### src/rtl/timer_pkg.sv
// rtl/timer_pkg.sv - shared state encoding and mode constants for the interval timer
package timer_pkg;

  typedef enum logic [1:0] {
    IDLE = 2'd0,
    RUN  = 2'd1,
    HOLD = 2'd2,
    DONE = 2'd3
  } timer_state_t;

  localparam logic MODE_ONESHOT  = 1'b0;
  localparam logic MODE_PERIODIC = 1'b1;

endpackage

### src/rtl/timer_ctrl_if.sv
// rtl/timer_ctrl_if.sv - control and status bundle between a host and the interval timer
interface timer_ctrl_if #(parameter int N = 8);

  logic         cfg_we;
  logic [N-1:0] cfg_period;
  logic         cfg_mode;
  logic         start;
  logic         pause;
  logic         stop;
  logic [N-1:0] count;
  logic         tick;
  logic         busy;
  logic         done;
  logic         err;

  modport master (
    output cfg_we, cfg_period, cfg_mode, start, pause, stop,
    input  count, tick, busy, done, err
  );

  modport slave (
    input  cfg_we, cfg_period, cfg_mode, start, pause, stop,
    output count, tick, busy, done, err
  );

endinterface

### src/rtl/tick_counter.sv
// rtl/tick_counter.sv - N-bit up-counter with synchronous clear and count enable
module tick_counter #(
  parameter int N = 8
) (
  input  logic         clk,
  input  logic         reset_n,
  input  logic         clr,
  input  logic         en,
  output logic [N-1:0] count
);

  always_ff @(posedge clk or negedge reset_n) begin
    if (!reset_n) begin
      count <= '0;
    end else if (clr) begin
      count <= '0;
    end else if (en) begin
      count <= count + 1'b1;
    end
  end

endmodule

### src/rtl/timer_ctrl.sv
// rtl/timer_ctrl.sv - interval timer FSM: config registers, terminal compare, tick and err strobes
module timer_ctrl
  import timer_pkg::*;
#(
  parameter int N = 8
) (
  input  logic         clk,
  input  logic         reset_n,
  timer_ctrl_if.slave  bus
);

  timer_state_t state, state_nxt;
  logic [N-1:0] period_reg;
  logic         mode_reg;
  logic [N-1:0] count;
  logic [N-1:0] term_val;
  logic         at_term;
  logic         cnt_clr, cnt_en;
  logic         tick_nxt, err_nxt;
  logic         tick_q, err_q;

  assign term_val = period_reg - 1'b1;
  assign at_term  = (count == term_val);

  tick_counter #(.N(N)) u_cnt (
    .clk     (clk),
    .reset_n (reset_n),
    .clr     (cnt_clr),
    .en      (cnt_en),
    .count   (count)
  );

  always_ff @(posedge clk or negedge reset_n) begin
    if (!reset_n) begin
      state <= IDLE;
    end else begin
      state <= state_nxt;
    end
  end

  // HOLD with pause released advances on that same edge, so the tick slips by exactly the held cycles.
  always_comb begin
    state_nxt = state;
    cnt_clr   = 1'b0;
    cnt_en    = 1'b0;
    tick_nxt  = 1'b0;
    err_nxt   = 1'b0;
    if (bus.cfg_we && (state != IDLE)) begin
      err_nxt = 1'b1;
    end
    if (bus.stop) begin
      state_nxt = IDLE;
      cnt_clr   = 1'b1;
    end else if (bus.start) begin
      if ((state == IDLE) && (period_reg == '0)) begin
        err_nxt = 1'b1;
      end else begin
        state_nxt = RUN;
        cnt_clr   = 1'b1;
      end
    end else begin
      case (state)
        RUN, HOLD: begin
          if (bus.pause) begin
            state_nxt = HOLD;
          end else if (at_term) begin
            cnt_clr   = 1'b1;
            tick_nxt  = 1'b1;
            state_nxt = (mode_reg == MODE_PERIODIC) ? RUN : DONE;
          end else begin
            cnt_en    = 1'b1;
            state_nxt = RUN;
          end
        end
        default: ;
      endcase
    end
  end

  always_ff @(posedge clk or negedge reset_n) begin
    if (!reset_n) begin
      period_reg <= '0;
      mode_reg   <= MODE_ONESHOT;
      tick_q     <= 1'b0;
      err_q      <= 1'b0;
    end else begin
      if ((state == IDLE) && bus.cfg_we) begin
        period_reg <= bus.cfg_period;
        mode_reg   <= bus.cfg_mode;
      end
      tick_q <= tick_nxt;
      err_q  <= err_nxt;
    end
  end

  assign bus.count = count;
  assign bus.tick  = tick_q;
  assign bus.err   = err_q;
  assign bus.busy  = (state == RUN) || (state == HOLD);
  assign bus.done  = (state == DONE);

endmodule

### src/flat_wrapper.sv
// flat-port wrapper written by rule: the top's interface ports become plain ports
module timer_ctrl_flat import timer_pkg::*;
#(
  parameter int N = 8
)
  (clk, reset_n, bus_cfg_we, bus_cfg_period, bus_cfg_mode, bus_start, bus_pause, bus_stop, bus_count, bus_tick, bus_busy, bus_done, bus_err);
  timer_ctrl_if #(.N(N)) bus_i ();
  input  logic clk;
  input  logic reset_n;
  input wire logic [$bits(bus_i.cfg_we)-1:0] bus_cfg_we;
  input wire logic [$bits(bus_i.cfg_period)-1:0] bus_cfg_period;
  input wire logic [$bits(bus_i.cfg_mode)-1:0] bus_cfg_mode;
  input wire logic [$bits(bus_i.start)-1:0] bus_start;
  input wire logic [$bits(bus_i.pause)-1:0] bus_pause;
  input wire logic [$bits(bus_i.stop)-1:0] bus_stop;
  output wire logic [$bits(bus_i.count)-1:0] bus_count;
  output wire logic [$bits(bus_i.tick)-1:0] bus_tick;
  output wire logic [$bits(bus_i.busy)-1:0] bus_busy;
  output wire logic [$bits(bus_i.done)-1:0] bus_done;
  output wire logic [$bits(bus_i.err)-1:0] bus_err;
  assign bus_i.cfg_we = bus_cfg_we;
  assign bus_i.cfg_period = bus_cfg_period;
  assign bus_i.cfg_mode = bus_cfg_mode;
  assign bus_i.start = bus_start;
  assign bus_i.pause = bus_pause;
  assign bus_i.stop = bus_stop;
  assign bus_count = bus_i.count;
  assign bus_tick = bus_i.tick;
  assign bus_busy = bus_i.busy;
  assign bus_done = bus_i.done;
  assign bus_err = bus_i.err;
  timer_ctrl #(.N(N)) u_core (.clk(clk), .reset_n(reset_n), .bus(bus_i));
endmodule
### config.mk
export PLATFORM = sky130hd
export DESIGN_NAME = timer_ctrl_flat
export DESIGN_NICKNAME = d
export VERILOG_FILES = /design/src/rtl/timer_pkg.sv /design/src/rtl/timer_ctrl_if.sv /design/src/rtl/tick_counter.sv /design/src/rtl/timer_ctrl.sv /design/src/flat_wrapper.sv
export SDC_FILE = /design/constraint.sdc
export NUM_CORES = 1
export LEC_CHECK = 0
export ABC_CLOCK_PERIOD_IN_PS = 5700
export CELL_PAD_IN_SITES_DETAIL_PLACEMENT = 0
export CELL_PAD_IN_SITES_GLOBAL_PLACEMENT = 2
export CORE_UTILIZATION = 34
export CTS_CLUSTER_DIAMETER = 200
export DETAILED_ROUTE_END_ITERATION = 8
export PLACE_DENSITY_LB_ADDON = 0.1
export SETUP_SLACK_MARGIN = 0.1
export SLEW_MARGIN = 20
export SYNTH_ARGS = -nofsm -noshare
export SYNTH_HDL_FRONTEND = slang
export SYNTH_SLANG_ARGS = --single-unit
### constraint.sdc
create_clock -name clk -period 5.7 [get_ports clk]
set_input_delay 1.14 -clock clk [delete_from_list [all_inputs] [get_ports clk]]
set_output_delay 1.14 -clock clk [all_outputs]
set_load 0.01 [all_outputs]
==> reports/qor.txt <==
Via density: 5.13
Slew @ Worst Pin: 501 ps
GRT busiest layer: met2
Clk network pwr share: 0.256
Die Y: 63.9 um
Clock-pin slew on the worst setup and hold paths: 80 ps
Top Ports: 27
EDFF count, synth: 0
Most frequent cell after synthesis: dfrtp_1
Core area: 3660 sq um
Net Sw Power: 122 uW
Setup TNS Final: 0 ps
CTS Sinks: 21
Switch share: 0.315
Status: completed
Via count: 1,031
Mapped Cells: 123
# nets final: 174
Post-synth top cells: 21 x dfrtp_1, 9 x mux2_2, 9 x nor2_1, 9 x xnor2_1, 7 x inv_1
Crit. End Element: flip-flop
M2 GR Usage: 0.247
Fillers: 366
Post-synthesis register bit count: 21
Met3 usage: 0.0232
Grt ovf: 0
WS Path Type: in2reg
Syn_nets: 143
Setup Buffers After CTS: 0
Gr usage total: 0.162
Crit-path cells: clkdlybuf4s50_1 > nand2b_1 > or3_1 > or2_2 > a31oi_1 > xnor2_1 > nor2_1
Setup violators final: 0
Cell area power density: 233 nW/um^2
Dpl cells: 197
CTS tree: built
Power share of the sequential group: 0.481
PortBufs: 26
Post-Syn Area: 1300 sq um
Flop-to-flop setup slack: 3310 ps
GPL Wtd Cong: 0.736
Final hold vios: 0
Ys async rst share: 1.00
Die area: 4080 sq um
Row cnt: 22
Finished Core Util: 0.454
Largest net degree at the start of global routing: 22
Area Overhead vs Synth: 27.7%
TritonCTS Buffers: 3
CTS resizes: 0
Share of layout cells above drive strength 1: 0.170
P_leak: 0.000659 uW
Sequential area share after synthesis: 0.404
Period utilization: 0.512
Min Tclk post-route: 2920 ps
Initial antenna violation count: 0
Starting Density: 0.355
First-pass GRT wire length: 5.09 mm
Max Fanout on Critical Path: 5
RSZ-0062 raised after global routing: no
# DRC: 0
Max clock buf depth: 2
Reg2reg end: u_core.u_cnt.count[0]$_DFFE_PN0P_
Die width: 63.9 um
Relative slew slack: 0.666
ANT nets after route: 0
Synth area leaders: dfrtp_1 40%, mux2_2 7.8%, xnor2_1 6.1%, ha_1 4.8%, nor2_1 2.6%
Maximum VDD drop: 0.0957 mV
Gate power share: 0.263
Total routed wirelength: 2.99 mm
H-Tree Level Count: 1
Synth unique cells: 41
Synth top area share: 0.404
Startpoint Class: primary input
Vias in the first global route: 1,010
Met1 Use GR: 0.234
Hold Path Depth: 1
Drt pass-1 iters: 4
Critical Path AT: 3070 ps
Worst Hold Launch: u_core.mode_reg$_DFFE_PN0P_
Max-slew violation count: 0
Hold Worst Slack: 560 ps
Slowest stage delay, CP: 480 ps
Root buffer cell: clkbuf_8
Required @ worst endpoint: 5840 ps
Diode count: 0
Max Cap Viol: 0
Clk_skew: 4.98 ps
Syn_area_per_cell: 10.6 sq um
Worst Hold Path EP: u_core.mode_reg$_DFFE_PN0P_
Wire length per cell: 14.9 um
CP max stage cell: clkdlybuf4s50_1
Worst skew pair latency: 260 ps
R2r startpoint: u_core.period_reg[2]$_DFFE_PN0P_
Initial DRC count: 37
Top_reg_cell synth: dfrtp_1
Peak Freq: 0.342 GHz
R2r worst-path depth: 6
Finished Layout Cells: 201
Ys Warns: 0
Internal: 264 uW
Area leader, netlist: dfrtp_1
Final HPWL DP: 2.26 mm
HP Class: reg2reg
CTS Hold Bufs: 0
[metal layers]
| layer | vias to the layer above | part of all wire |
|---|---|---|
| li1 | 506 | - |
| met3 | 5 | 0.032 |
| met5 | - | 0 |
| met4 | 0 | 0.012 |
| met1 | 496 | 0.50 |
| met2 | 24 | 0.46 |
[cells by family after synthesis]
kind of cell | count (synthesis) | synth area share
muxes | 10 | 0.0856
xor gates and xnor gates | 12 | 0.0808
adders and majority gates | 5 | 0.0481
AOI/OAI and AO/OA | 24 | 0.163
buffers and inverters | 7 | 0.0202
DFF | 21 | 0.404
and+or+nand+nor | 44 | 0.199
[power by group through the flow]
stage | Combinational, uW | Sequential (uW) | Clock [uW]
after global routing | 112 | 189 | 111
final | 102 | 186 | 98.9
after detailed placement | 103 | 189 | 0
after CTS | 103 | 186 | 103
after floorplan | 72.6 | 183 | 0
after global placement | 101 | 188 | 0
[stage by stage]
stage	instance area, sq um	setup WS [ps]	power (uW)
2_1_floorplan	1300	3210	255
3_3_place_gp	1620	2620	289
3_5_place_dp	1620	2550	292
4_1_cts	1670	2790	392
5_1_grt	1660	2640	412
6_report	1660	2780	386
[worst max path at each step]
stage,startpoint,endpoint,slack (ps)
6_report,bus_start,u_core.u_cnt.count[3]$_DFFE_PN0P_,2780
5_1_grt,bus_start,u_core.u_cnt.count[7]$_DFFE_PN0P_,2640
4_1_cts,bus_start,u_core.u_cnt.count[3]$_DFFE_PN0P_,2790
3_5_place_dp,bus_start,u_core.u_cnt.count[3]$_DFFE_PN0P_,2550
3_3_place_gp,bus_start,u_core.u_cnt.count[7]$_DFFE_PN0P_,2620
2_1_floorplan,bus_start,u_core.u_cnt.count[7]$_DFFE_PN0P_,3210
[area by class of cell]
class | count | area (sq um) | area share
inverter | 7 | 26.3 | 0.0158
tap | 48 | 60.1 | 0.0361
clock buffer | 4 | 45.0 | 0.0271
multi-input combinational | 95 | 749 | 0.451
timing repair buffer | 26 | 255 | 0.154
sequential | 21 | 526 | 0.316
[cell usage in the layout, fill, tap and decap left out, types with 3 or more instances in the layout]
cell,synthesis,routed
xor2_1,3,3
inv_1,7,7
nand2_1,6,6
ha_1,5,5
dfrtp_1,21,21
nand3_1,4,4
or3_1,3,3
mux2_2,9,9
nor2_1,9,9
clkbuf_8,0,3
xnor2_1,9,9
nor2b_1,4,4
and3_1,3,3
nor3_1,3,3
clkdlybuf4s50_1,0,25
a21oi_1,3,3
a211o_1,3,3
[critical path: cells and delay by family]
kind,cells,cell delay [ps]
buf+inv,1,480
simple gates,4,960
compound gates,1,320
xor+xnor,1,180
Note: power is estimated with default switching activity, not from simulation.
